===== config.mk =====
export PLATFORM = sky130hd
export DESIGN_NAME = vga_timing_gen
export DESIGN_NICKNAME = d
export VERILOG_FILES = /design/src/rtl/vga_timing_pkg.sv /design/src/rtl/vga_delay_line.sv /design/src/rtl/vga_timing_gen.sv
export SDC_FILE = /design/constraint.sdc
export NUM_CORES = 1
export LEC_CHECK = 0
export BUFFER_PORTS_ARGS = -buffer_cell sky130_fd_sc_hd__buf_4
export CORE_ASPECT_RATIO = 1.1
export CORE_UTILIZATION = 45
export DETAILED_ROUTE_END_ITERATION = 7
export PLACE_DENSITY = 0.8
export SYNTH_ARGS = -nofsm -noshare
export SYNTH_HDL_FRONTEND = slang
export SYNTH_SLANG_ARGS = --single-unit

===== constraint.sdc =====
create_clock -name vga_clk -period 2.1 [get_ports vga_clk]
set_input_delay 0.42 -clock vga_clk [delete_from_list [all_inputs] [get_ports vga_clk]]
set_output_delay 0.42 -clock vga_clk [all_outputs]
set_load 0.05 [all_outputs]

===== src/rtl/vga_timing_pkg.sv =====
// vga_timing_pkg: 640x480@60 raster constants, derived totals/sync windows and the shared coordinate type
package vga_timing_pkg;
  typedef logic [9:0] coord_t;
  localparam int H_VISIBLE    = 640;
  localparam int H_FRONT      = 16;
  localparam int H_SYNC       = 96;
  localparam int H_BACK       = 48;
  localparam int V_VISIBLE    = 480;
  localparam int V_FRONT      = 10;
  localparam int V_SYNC       = 2;
  localparam int V_BACK       = 33;
  localparam int SYNC_DELAY   = 2;
  localparam int H_TOTAL      = H_VISIBLE + H_FRONT + H_SYNC + H_BACK;
  localparam int V_TOTAL      = V_VISIBLE + V_FRONT + V_SYNC + V_BACK;
  localparam int H_SYNC_START = H_VISIBLE + H_FRONT;
  localparam int H_SYNC_END   = H_SYNC_START + H_SYNC;
  localparam int V_SYNC_START = V_VISIBLE + V_FRONT;
  localparam int V_SYNC_END   = V_SYNC_START + V_SYNC;
endpackage


===== src/rtl/vga_delay_line.sv =====
// vga_delay_line: DEPTH x WIDTH shift register, async active-low reset to RESET_VAL; DEPTH=0 is a wire
//   i_clk, i_rst_n : clock, async active-low reset
//   i_d / o_q      : data in / data delayed by DEPTH clocks
module vga_delay_line #(
  parameter int               DEPTH     = 2,
  parameter int               WIDTH     = 1,
  parameter logic [WIDTH-1:0] RESET_VAL = '1
) (
  input  logic             i_clk,
  input  logic             i_rst_n,
  input  logic [WIDTH-1:0] i_d,
  output logic [WIDTH-1:0] o_q
);
  if (DEPTH == 0) begin : g_wire
    assign o_q = i_d;
  end else begin : g_pipe
    logic [WIDTH-1:0] r_pipe [DEPTH];
    always_ff @(posedge i_clk or negedge i_rst_n) begin
      if (!i_rst_n) begin
        for (int i = 0; i < DEPTH; i++) r_pipe[i] <= RESET_VAL;
      end else begin
        r_pipe[0] <= i_d;
        for (int i = 1; i < DEPTH; i++) r_pipe[i] <= r_pipe[i-1];
      end
    end
    assign o_q = r_pipe[DEPTH-1];
  end
endmodule


===== src/rtl/vga_timing_gen.sv =====
// vga_timing_gen: free-running raster counters, visible/sync decode and frame counter for the VGA path
//   vga_clk, reset_n     : pixel clock, async active-low reset
//   DrawX, DrawY         : current raster position (the counter registers themselves)
//   blank                : 1 on a visible pixel, aligned with DrawX/DrawY
//   hs, vs               : active-low syncs, delayed SYNC_DELAY clocks to match mapper colour latency
//   line_start           : pulse at DrawX==0 after a line wrap
//   frame_start          : pulse at (0,0) after a frame wrap
//   frame_count          : frames completed since reset, wraps at 16 bits
module vga_timing_gen #(
  parameter int H_VISIBLE  = vga_timing_pkg::H_VISIBLE,
  parameter int H_FRONT    = vga_timing_pkg::H_FRONT,
  parameter int H_SYNC     = vga_timing_pkg::H_SYNC,
  parameter int H_BACK     = vga_timing_pkg::H_BACK,
  parameter int V_VISIBLE  = vga_timing_pkg::V_VISIBLE,
  parameter int V_FRONT    = vga_timing_pkg::V_FRONT,
  parameter int V_SYNC     = vga_timing_pkg::V_SYNC,
  parameter int V_BACK     = vga_timing_pkg::V_BACK,
  parameter int SYNC_DELAY = vga_timing_pkg::SYNC_DELAY
) (
  input  logic        vga_clk,
  input  logic        reset_n,
  output logic [9:0]  DrawX,
  output logic [9:0]  DrawY,
  output logic        blank,
  output logic        hs,
  output logic        vs,
  output logic        line_start,
  output logic        frame_start,
  output logic [15:0] frame_count
);
  import vga_timing_pkg::*;
  localparam coord_t H_LAST  = coord_t'(H_VISIBLE + H_FRONT + H_SYNC + H_BACK - 1);
  localparam coord_t V_LAST  = coord_t'(V_VISIBLE + V_FRONT + V_SYNC + V_BACK - 1);
  localparam coord_t H_VIS   = coord_t'(H_VISIBLE);
  localparam coord_t V_VIS   = coord_t'(V_VISIBLE);
  localparam coord_t HS_BEG  = coord_t'(H_VISIBLE + H_FRONT);
  localparam coord_t HS_END  = coord_t'(H_VISIBLE + H_FRONT + H_SYNC);
  localparam coord_t VS_BEG  = coord_t'(V_VISIBLE + V_FRONT);
  localparam coord_t VS_END  = coord_t'(V_VISIBLE + V_FRONT + V_SYNC);
  coord_t      r_x, r_y;
  logic        r_blank, r_line_start, r_frame_start, r_hs_raw, r_vs_raw;
  logic [15:0] r_frame_count;
  logic        w_hwrap, w_vwrap;
  coord_t      w_x_nxt, w_y_nxt;
  assign w_hwrap = r_x == H_LAST;
  assign w_vwrap = w_hwrap && r_y == V_LAST;
  assign w_x_nxt = w_hwrap ? '0 : r_x + coord_t'(1);
  assign w_y_nxt = w_vwrap ? '0 : w_hwrap ? r_y + coord_t'(1) : r_y;
  // Flags are decoded from the next-state counters so they land in the same cycle as the coordinates.
  always_ff @(posedge vga_clk or negedge reset_n) begin
    if (!reset_n) begin
      r_x           <= '0;
      r_y           <= '0;
      r_blank       <= 1'b0;
      r_line_start  <= 1'b0;
      r_frame_start <= 1'b0;
      r_hs_raw      <= 1'b1;
      r_vs_raw      <= 1'b1;
      r_frame_count <= '0;
    end else begin
      r_x           <= w_x_nxt;
      r_y           <= w_y_nxt;
      r_blank       <= w_x_nxt < H_VIS && w_y_nxt < V_VIS;
      r_line_start  <= w_hwrap;
      r_frame_start <= w_vwrap;
      r_hs_raw      <= !(w_x_nxt >= HS_BEG && w_x_nxt < HS_END);
      r_vs_raw      <= !(w_y_nxt >= VS_BEG && w_y_nxt < VS_END);
      r_frame_count <= w_vwrap ? r_frame_count + 16'd1 : r_frame_count;
    end
  end
  vga_delay_line #(
    .DEPTH     (SYNC_DELAY),
    .WIDTH     (2),
    .RESET_VAL (2'b11)
  ) u_sync_dly (
    .i_clk   (vga_clk),
    .i_rst_n (reset_n),
    .i_d     ({r_hs_raw, r_vs_raw}),
    .o_q     ({hs, vs})
  );
  assign DrawX       = r_x;
  assign DrawY       = r_y;
  assign blank       = r_blank;
  assign line_start  = r_line_start;
  assign frame_start = r_frame_start;
  assign frame_count = r_frame_count;
endmodule


# Word level (Yosys, flattened, before mapping)

Cells that the tools add are included.

Add/subtract/negate cells: 3
Magnitude comparators: 6
Eq/ne operators: 2
Mux-type cells: 3
Reduce and logical (&&, ||, !) cells: 6

Operator list:

| kind                                                                   | number |
|---|---|
| 10-bit 2-to-1 mux                                                      | 3 |
| 10-bit by 1-bit adder with 10-bit output, second input constant        | 2 |
| 10-bit == test, second input constant                                  | 2 |
| 10-bit < comparator, second input constant                             | 2 |
| 10-bit by 9-bit < comparator with 1-bit output, second input constant  | 2 |
| 16-bit by 1-bit adder with 16-bit output, second input constant        | 1 |
| 10-bit >= comparator, second input constant                            | 1 |
| 10-bit by 9-bit >= comparator with 1-bit output, second input constant | 1 |
| 1-bit logical AND                                                      | 4 |
| 1-bit logical NOT                                                      | 2 |

Register bits: 45
Bits of input ports: 2
Output and inout port bits: 41
Logic and storage cells: 30

# Logic depth before layout (Yosys ltp)

Gate-level depths: netlist (run 1).

Depth after elaboration: 6
Mapped depth: 8
Gate-level depth less buffers: 7

# Modules after synthesis

A second synthesis (run 1) with hierarchy kept.

Cells, all modules: 190
Area, all modules: 2048.2 µm²

Modules (own cells, without submodules):

| module         | instances | cells each | area each (µm²) | sequential area each (µm²) |
|---|---|---|---|---|
| vga_timing_gen | 1         | 184        | 1928.1          | 1028.5 |
| vga_delay_line | 1         | 6          | 120.1           | 105.1 |

# Least setup slack after synthesis (run 1)

OpenSTA, ideal clock, no wires.

Path kind: register -> register
Start: register r_x[0] (netlist: DrawX[0])
End: register r_blank (netlist: blank)
Setup time: 0.143 ns
Arrival time: 2.285 ns
Required time: 1.957 ns
Path slack: -0.328 ns
Cell stages (with the launch flop): 7
Buffers on the path: 0
Period minus slack after synthesis: 2.428 ns
Cell sequence: dfrtp_1 -> ha_1 -> and4_1 -> nand3_1 -> or3_1 -> a2111oi_1 -> a211oi_1

Longest elaborated chain between the ends: 5
Elaborated cells between the ends (all ways): 9
Classes of those cells: add/sub (1); order compare (2); eq/ne (1); mux (3); reduce/logical (2)

RTL lines:

| item                                                                                             | line                 | text |
|---|---|---|
| start: declaration                                                                               | vga_timing_gen.sv:40 | `coord_t r_x, r_y;` |
| start signal: assignment                                                                         | vga_timing_gen.sv:61 | `r_x <= w_x_nxt;` |
| parallel branches: the longest is 4 deep, another holds 10-bit by 1-bit adder with 10-bit output | -                    |  |
| 1-bit logical AND *                                                                              | vga_timing_gen.sv:63 | `r_blank <= w_x_nxt < H_VIS && w_y_nxt < V_VIS;` |
| end signal: assignment                                                                           | vga_timing_gen.sv:63 |  |
| end: declaration                                                                                 | vga_timing_gen.sv:41 | `logic r_blank, r_line_start, r_frame_start, r_hs_raw, r_vs_raw;` |

Mark *: on every way between the ends.
A chain may end at the register's enable or synchronous reset.

# Final worst setup path (run 1)

Start: register r_y[0] (netlist: DrawY[0])
End: register r_frame_count[1] (netlist: frame_count[1])

Longest elaborated chain between the ends: 2

RTL lines:

| item                     | line                 | text |
|---|---|---|
| start: declaration       | vga_timing_gen.sv:40 |  |
| start signal: assignment | vga_timing_gen.sv:62 | `r_y <= w_y_nxt;` |
| 10-bit == test           | vga_timing_gen.sv:46 | `assign w_vwrap = w_hwrap && r_y == V_LAST;` |
| 1-bit logical AND        | vga_timing_gen.sv:46 |  |
| named net w_vwrap        | vga_timing_gen.sv:43 | `logic w_hwrap, w_vwrap;` |
| end signal: assignment   | vga_timing_gen.sv:68 | `r_frame_count <= w_vwrap ? r_frame_count + 16'd1 : r_frame_count;` |
| end: declaration         | vga_timing_gen.sv:42 | `logic [15:0] r_frame_count;` |

The timed path passes the listed nets, and every way through them passes these cells.

==> results of run 1 <==
==> synthesized netlist by cell type <==
cell type,n,area [sq um]
nand3_1,14,70.1
o21bai_1,1,7.51
or3_1,3,18.8
nand2b_1,1,6.26
o2bb2ai_1,1,8.76
dfstp_2,6,158
and3_1,3,18.8
buf_2,1,5.00
o22ai_1,2,12.5
a21o_1,1,7.51
nand2_1,18,67.6
nor2_1,10,37.5
o311ai_0,1,8.76
a22oi_1,1,7.51
a31oi_1,1,6.26
or2_2,1,6.26
dfrtp_1,39,976
or4_1,2,15.0
o2111ai_1,1,8.76
nor4_4,1,21.3
and4_1,3,26.3
nor3b_1,1,7.51
a211o_1,1,8.76
nor2_2,1,6.26
a21boi_0,1,7.51
o21ai_0,4,20.0
and2_1,2,12.5
ha_1,4,50.1
clkbuf_1,1,3.75
a21oi_1,6,30.0
nor4_1,2,12.5
buf_1,1,3.75
xor2_1,8,70.1
nor2b_1,1,6.26
o31ai_1,2,15.0
nand4_1,12,75.1
inv_1,8,30.0
xnor2_1,15,131
nor3_1,4,20.0
a2111oi_1,1,10.0
mux2_2,1,11.3
a211oi_1,1,7.51
==> power groups by stage <==
stage / clock (W) / sequential [W] / combinational (W)
3_5_place_dp: 0 / 0.000883 / 0.0000183
6_report: 0.000509 / 0.000866 / 0.0000170
3_3_place_gp: 0 / 0.000883 / 0.0000179
5_1_grt: 0.000560 / 0.000866 / 0.0000206
4_1_cts: 0.000517 / 0.000866 / 0.0000184
2_1_floorplan: 0 / 0.000883 / 0.000000000323
==> cells in the final DEF (no fill, tap or decap), types with 2 or more instances in the layout <==
cell type	n
buf_4	66
dfrtp_1	26
nand2_1	18
xnor2_1	15
nand3_1	14
dfrtp_2	13
nand4_1	12
nor2_1	10
xor2_1	8
a21oi_1	6
inv_1	6
dfstp_2	6
clkbuf_8	5
nor3_1	4
o21ai_0	4
or3_1	3
and3_1	3
clkbuf_1	3
and4_1	2
o31ai_1	2
inv_2	2
nor4_1	2
o22ai_1	2
ha_4	2
ha_1	2
==> worst max-delay path, cell delays in order (launching register included) <==
cell	delay, ns
dfrtp_2	0.41
inv_2	0.07
ha_4	0.12
nand4_1	0.13
or4_4	0.59
nor2_4	0.23
mux2_2	0.36
==> repair_timing <==
action	4_1_cts	5_1_grt
setup buffers	0	1
pin swaps	0	3
setup endpoints to repair	6	7
resized for setup	1	7
==> worst paths after layout <==
check / endpoint / slack, ns / start / cells past startpoint
min in group vga_clk: u_sync_dly.g_pipe.r_pipe[3]$_DFF_PN1_ / 0.36 / r_hs_raw$_DFF_PN1_ / 0
max in group asynchronous: DrawY[5]$_DFF_PN0_ / 1.58 / reset_n / 1
setup reg to reg: frame_count[1]$_DFFE_PN0P_ / 0.07 / DrawY[0]$_DFF_PN0_ / 6
setup / recovery: frame_count[1]$_DFFE_PN0P_ / 0.07 / DrawY[0]$_DFF_PN0_ / 6
hold reg to reg: u_sync_dly.g_pipe.r_pipe[3]$_DFF_PN1_ / 0.36 / r_hs_raw$_DFF_PN1_ / 0
hold / removal: DrawY[3]$_DFF_PN0_ / 0.11 / reset_n / 1
==> routing by layer <==
metal / track usage / vias up / wire length, um / part of all wire
met1: 0.254 / 816 / 1930 / 0.43
met3: 0.0550 / 8 / 204 / 0.045
li1: - / 813 / - / -
met5: 0 / - / 0 / 0
met2: 0.354 / 47 / 2310 / 0.51
met4: 0.0709 / 0 / 74 / 0.016
==> logic make-up after synthesis <==
family	after synthesis	share of synthesized area
AOI/OAI and AO/OA	25	0.0819
buffers and inverters	11	0.0209
and+or+nand+nor	79	0.210
DFF	45	0.558
xor gates and xnor gates	23	0.0991
adders and majority gates	4	0.0246
muxes	1	0.00554
==> per-stage QoR <==
stage                     total power [W]  cells  hold slack (ns)  setup WS [ns]
after floorplan                  0.000883    188            0.124        -0.0432
after global placement           0.000901    305            0.346        0.00413
after detailed placement         0.000901    305            0.347        -0.0369
after CTS                         0.00140    313            0.129         0.0823
after global routing              0.00145    314            0.152        -0.0411
final                             0.00139    314            0.115         0.0670
==> cell type report <==
| type | instances | share of cell area |
|---|---|---|
| inverter | 8 | 0.0109 |
| sequential | 45 | 0.417 |
| timing repair buffer | 67 | 0.184 |
| clock buffer | 8 | 0.0290 |
| multi-input combinational | 132 | 0.335 |
| tap | 54 | 0.0245 |
==> flip-flops by register name, summed over array words and instances, names as in the netlist, 2 cells and up <==
name	cells
DrawY	10
u_sync_dly.o_q	2
u_sync_dly.g_pipe.r_pipe	2
DrawX	10
frame_count	16
==> flow_metrics.py, run 1 <==
metrics = {
    "routing": {
        "drt_iter0_markers": 144,
        "via_per_inst": 5.36,
        "drc": 0,
        "wl_um": 4510,
        "vias": 1684,
        "antenna_left": 0,
        "wl_per_cell_um": 14.4,
        "dr.pass1.iters": 4,
    },
    "floorplanning": {
        "die_h_um": 72.5,
        "ios": 43,
        "fp-row-count": 25,
        "die_x_um": 66.1,
        "start_util": 0.471,
        "core_sq_um": 4320,
        "die-area_sq_um": 4790,
    },
    "global_routing": {
        "antenna_found_initial": 0,
        "grt.total_usage": 0.208,
        "grt_max_degree": 46,
        "grt_pass1_vias": 1566,
        "grt-ovfl-total": 0,
        "grt_pass1_wl_um": 7430,
    },
    "sta": {
        "clock.fmax_mhz": 492,
        "slew_headroom": 0.631,
        "worst_pin_slew_ns": 0.548,
        "finalClockSkew_ns": 0.00738,
        "hold_viol_final": 0,
        "drv_slew": 0,
        "fin_crit_ns": 2.03,
        "rsz0062_at_grt": "yes",
        "tns_ns": 0,
        "finalCritPeriodShare": 0.968,
        "finalSetupViolCount": 0,
    },
    "power": {
        "irDropWorstVdd_mv": 0.326,
        "netSwitchingFraction": 0.207,
        "p_int_w": 0.00110,
        "seqPwrFrac": 0.622,
        "p_leak_nw": 1.28,
        "p_clk_frac": 0.365,
        "combinationalPowerShare": 0.012,
        "p_sw_w": 0.000288,
        "powerDensity_nw_per_um2": 505,
    },
    "clock_tree": {
        "cts_htree_levels": 2,
        "cts.sinks": 45,
        "clockRootBuffer": "clkbuf_8",
        "clk_latency_ns": 0.29,
        "cts_tree": "done",
        "cts_made_buffers": 5,
        "clk_pin_slew_ns": 0.08,
        "postCtsHoldBufs": 0,
        "max-clock-path-buffers": 2,
    },
    "setup_path": {
        "worst_setup_path_end_kind": "flop",
        "worstPathRequired_ns": 2.28,
        "path_class": "flop to flop",
        "cp_max_fo": 9,
        "crit_arrival_ns": 2.22,
        "critical_path.startpoint_type": "flop",
    },
    "layout": {
        "multi_input_area_sq_um": 923,
        "fillerInstances": 382,
        "fin_nets": 265,
        "regArea_sq_um": 1150,
        "finalInstanceArea_sq_um": 2760,
        "syn_to_final_growth_pct": 35.6,
        "drive_above_1_share": 0.404,
        "diodes": 0,
        "fin_util": 0.639,
    },
    "logic_synthesis": {
        "synth_area_sq_um": 2030,
        "ys_ff_latch": 45,
        "avgSynthCellArea_sq_um": 10.8,
        "seq_area_frac_synth": 0.558,
        "ys_types": 42,
        "netlist_instances": 188,
        "syn_nets": 194,
        "yosysWarnings": 0,
    },
    "place": {
        "gp_congestion": 0.840,
        "placed_area_sq_um": 2630,
        "dpl.hpwl_um": 3300,
        "portBuffers": 42,
    },
    "run": {
        "cap_violations": 0,
    },
    "status": {
        "status": "completed",
    },
    "hold_path": {
        "min_path_type": "input pin to asynchronous set/reset pin",
    },
}
Note: power is estimated with default switching activity, not from simulation.
==> run 2, diff against run 1 <==
--- a/config.mk
+++ b/config.mk
@@ -6,10 +6,12 @@
 export NUM_CORES = 1
 export LEC_CHECK = 0
 export BUFFER_PORTS_ARGS = -buffer_cell sky130_fd_sc_hd__buf_4
-export CORE_ASPECT_RATIO = 1.1
+export CORE_ASPECT_RATIO = 0.75
 export CORE_UTILIZATION = 45
 export DETAILED_ROUTE_END_ITERATION = 7
 export PLACE_DENSITY = 0.8
+export SKIP_LAST_GASP = 1
 export SYNTH_ARGS = -nofsm -noshare
 export SYNTH_HDL_FRONTEND = slang
+export SYNTH_HIERARCHICAL = 1
 export SYNTH_SLANG_ARGS = --single-unit
==> run 2 against run 1 <==
Against the previous run:
- sequential share of layout area shrank 0.13 points
- hold slack got worse by 0.014 ns
- clock power up 26%
- highest routed layer unchanged
- first-iteration DRC count decreased by 9.0%
- critical path depth is 2 lower
- largest cell class unchanged
- combinational power decreased by 4%
- register-to-register slack worse by 0.03 ns
- wire length up 3.0%
- critical path type unchanged
- die area grew 0.76%
==> flow_metrics.py, run 2 <==
metrics = {
    "routing": {
        "antenna_left": 0,
        "vias": 1688,
        "dr.pass1.iters": 4,
        "drc": 0,
        "drt_iter0_markers": 131,
        "wl_per_cell_um": 15.0,
        "wl_um": 4650,
        "via_per_inst": 5.45,
    },
    "floorplanning": {
        "core_sq_um": 4200,
        "ios": 43,
        "die_h_um": 60.4,
        "start_util": 0.487,
        "die_x_um": 79.9,
        "die-area_sq_um": 4830,
        "fp-row-count": 20,
    },
    "clock_tree": {
        "cts_made_buffers": 5,
        "cts_tree": "done",
        "cts.sinks": 45,
        "clk_pin_slew_ns": 0.08,
        "cts_htree_levels": 2,
        "clockRootBuffer": "clkbuf_8",
        "clk_latency_ns": 0.30,
        "max-clock-path-buffers": 2,
    },
    "logic_synthesis": {
        "yosysWarnings": 6,
        "yosys.area.top_type": "dfrtp_1",
        "avgSynthCellArea_sq_um": 10.8,
        "netlist.area_leader.share": 0.476,
        "async_reset_ff_frac": 1.00,
        "synth_area_sq_um": 2050,
        "ys_ff_latch": 45,
        "synth.most_common_cell": "dfrtp_1",
        "netlist_instances": 190,
        "ys_types": 43,
        "synth-edff-count": 0,
        "syn_nets": 196,
        "ys.flop_type": "dfrtp_1",
        "seq_area_frac_synth": 0.553,
        "synth_commonest_cells": "dfrtp_1, nand2_1, xnor2_1",
        "synth_area_leaders": "dfrtp_1, dfstp_2, xnor2_1, nand4_1, nand3_1",
    },
    "global_routing": {
        "grt.total_usage": 0.213,
        "grt_pass1_vias": 1606,
        "antenna_found_initial": 0,
        "grt_pass1_wl_um": 7730,
        "grt_max_degree": 46,
        "grt-ovfl-total": 0,
    },
    "power": {
        "p_clk_frac": 0.421,
        "seqPwrFrac": 0.569,
        "p_sw_w": 0.000299,
        "powerDensity_nw_per_um2": 551,
        "p_int_w": 0.00122,
        "power_w": 0.00152,
        "p_leak_nw": 1.27,
        "irDropWorstVdd_mv": 0.304,
        "combinationalPowerShare": 0.011,
        "netSwitchingFraction": 0.196,
    },
    "setup_path": {
        "critical_path.startpoint_type": "flop",
        "worstPathRequired_ns": 2.28,
        "cp_max_fo": 9,
        "ff2ff_setup_slack_ns": 0.03,
        "crit_arrival_ns": 2.24,
        "path_class": "flop to flop",
        "worst_setup_path_end_kind": "flop",
    },
    "place": {
        "dp.cells": 299,
        "place_ws_ns": -0.0575,
        "dpl.hpwl_um": 3340,
        "portBuffers": 42,
        "gp_congestion": 0.879,
    },
    "sta": {
        "hold_viol_final": 0,
        "finalCritPeriodShare": 0.984,
        "tns_ns": 0,
        "worst_pin_slew_ns": 0.527,
        "slew_headroom": 0.649,
        "clock.fmax_mhz": 484,
        "rsz0062_at_grt": "yes",
        "finalClockSkew_ns": 0.0110,
        "fin_crit_ns": 2.07,
        "finalSetupViolCount": 0,
        "drv_slew": 0,
        "fin_ws_ns": 0.0343,
    },
    "layout": {
        "final_common_cell": "buf_4",
        "syn_to_final_growth_pct": 35.1,
        "fin_nets": 260,
        "diodes": 0,
        "drive_above_1_share": 0.408,
        "mostFrequentLayoutCells": "buf_4, dfrtp_1, nand2_1",
        "final-instance-count-excl-fill": 310,
        "largest_reg_flops": 16,
        "fin_util": 0.658,
    },
    "run": {
        "cap_violations": 0,
    },
    "hold_path": {
        "min_path_type": "input pin to asynchronous set/reset pin",
    },
    "status": {
        "status": "completed",
    },
}
run 2: changes by cell type after synthesis, sizes merged:
cell  delta
buf      +2
run 2: repair_timing:
action | CTS | global route
endpoints found under the setup margin | 10 | 14
hold buffers | 0 | 0
pin swaps | 1 | 6
buffers inserted | 2 | 1
cloned | 0 | 0
gates resized for setup | 1 | 9
run 2: per-layer routing:
metal | part of all wire | vias up | GRT usage
met5 | 0 | - | 0
met4 | 0.014 | 0 | 0.0689
met3 | 0.080 | 9 | 0.0496
met2 | 0.45 | 76 | 0.316
met1 | 0.46 | 796 | 0.312
li1 | - | 807 | -
run 2: worst max-delay path, stage by stage (launching register included):
cell	delay, ns
dfrtp_2	0.40
or3_4	0.38
or4_4	0.56
nor2_4	0.23
mux2_2	0.36
run 2: power groups by stage:
stage / Clock, W / Sequential (W) / Combinational, W
6_report: 0.000641 / 0.000866 / 0.0000163
5_1_grt: 0.000691 / 0.000866 / 0.0000201
4_1_cts: 0.000649 / 0.000866 / 0.0000179
3_5_place_dp: 0 / 0.000883 / 0.0000178
3_3_place_gp: 0 / 0.000883 / 0.0000181
2_1_floorplan: 0 / 0.000883 / 0.000000000332
run 2: stage by stage:
stage	hold WS, ns	instance area [sq um]
global placement	0.346	2580
detailed placement	0.347	2580
CTS	0.121	2710
global route	0.138	2770
floorplan	0.124	2100
finish	0.101	2770
run 2: logic make-up after synthesis:
group                    Yosys count  synth area share
multiplexers                       1           0.00550
adder cells (fa/ha/maj)            4            0.0244
AND/OR/NAND/NOR                   79             0.209
XOR/XNOR                          23            0.0984
buffers and inverters             13            0.0281
flip-flops                        45             0.553
AO/OA/AOI/OAI                     25            0.0813
run 2: cell type report:
| cell class | count | area (sq um) |
|---|---|---|
| fill | 321 | 1440 |
| sequential | 45 | 1150 |
| multi-input combinational | 132 | 933 |
| timing repair buffer | 62 | 473 |
| clock buffer | 6 | 72.6 |
| tap | 55 | 68.8 |
| clock inverter | 2 | 38.8 |
| inverter | 8 | 30.0 |
run 2: worst paths after layout:
kind	start	to	cells after the start
worst min-delay path	reset_n	frame_start$_DFF_PN0_	1
min in group vga_clk	u_sync_dly/g_pipe.r_pipe[2]$_DFF_PN1_	u_sync_dly/o_q[0]$_DFF_PN1_	0
worst max register to register	DrawY[6]$_DFF_PN0_	frame_count[1]$_DFFE_PN0P_	4
max in group asynchronous	reset_n	DrawY[2]$_DFF_PN0_	1
worst max-delay path	DrawY[6]$_DFF_PN0_	frame_count[1]$_DFFE_PN0P_	4
worst min register to register	u_sync_dly/g_pipe.r_pipe[2]$_DFF_PN1_	u_sync_dly/o_q[0]$_DFF_PN1_	0
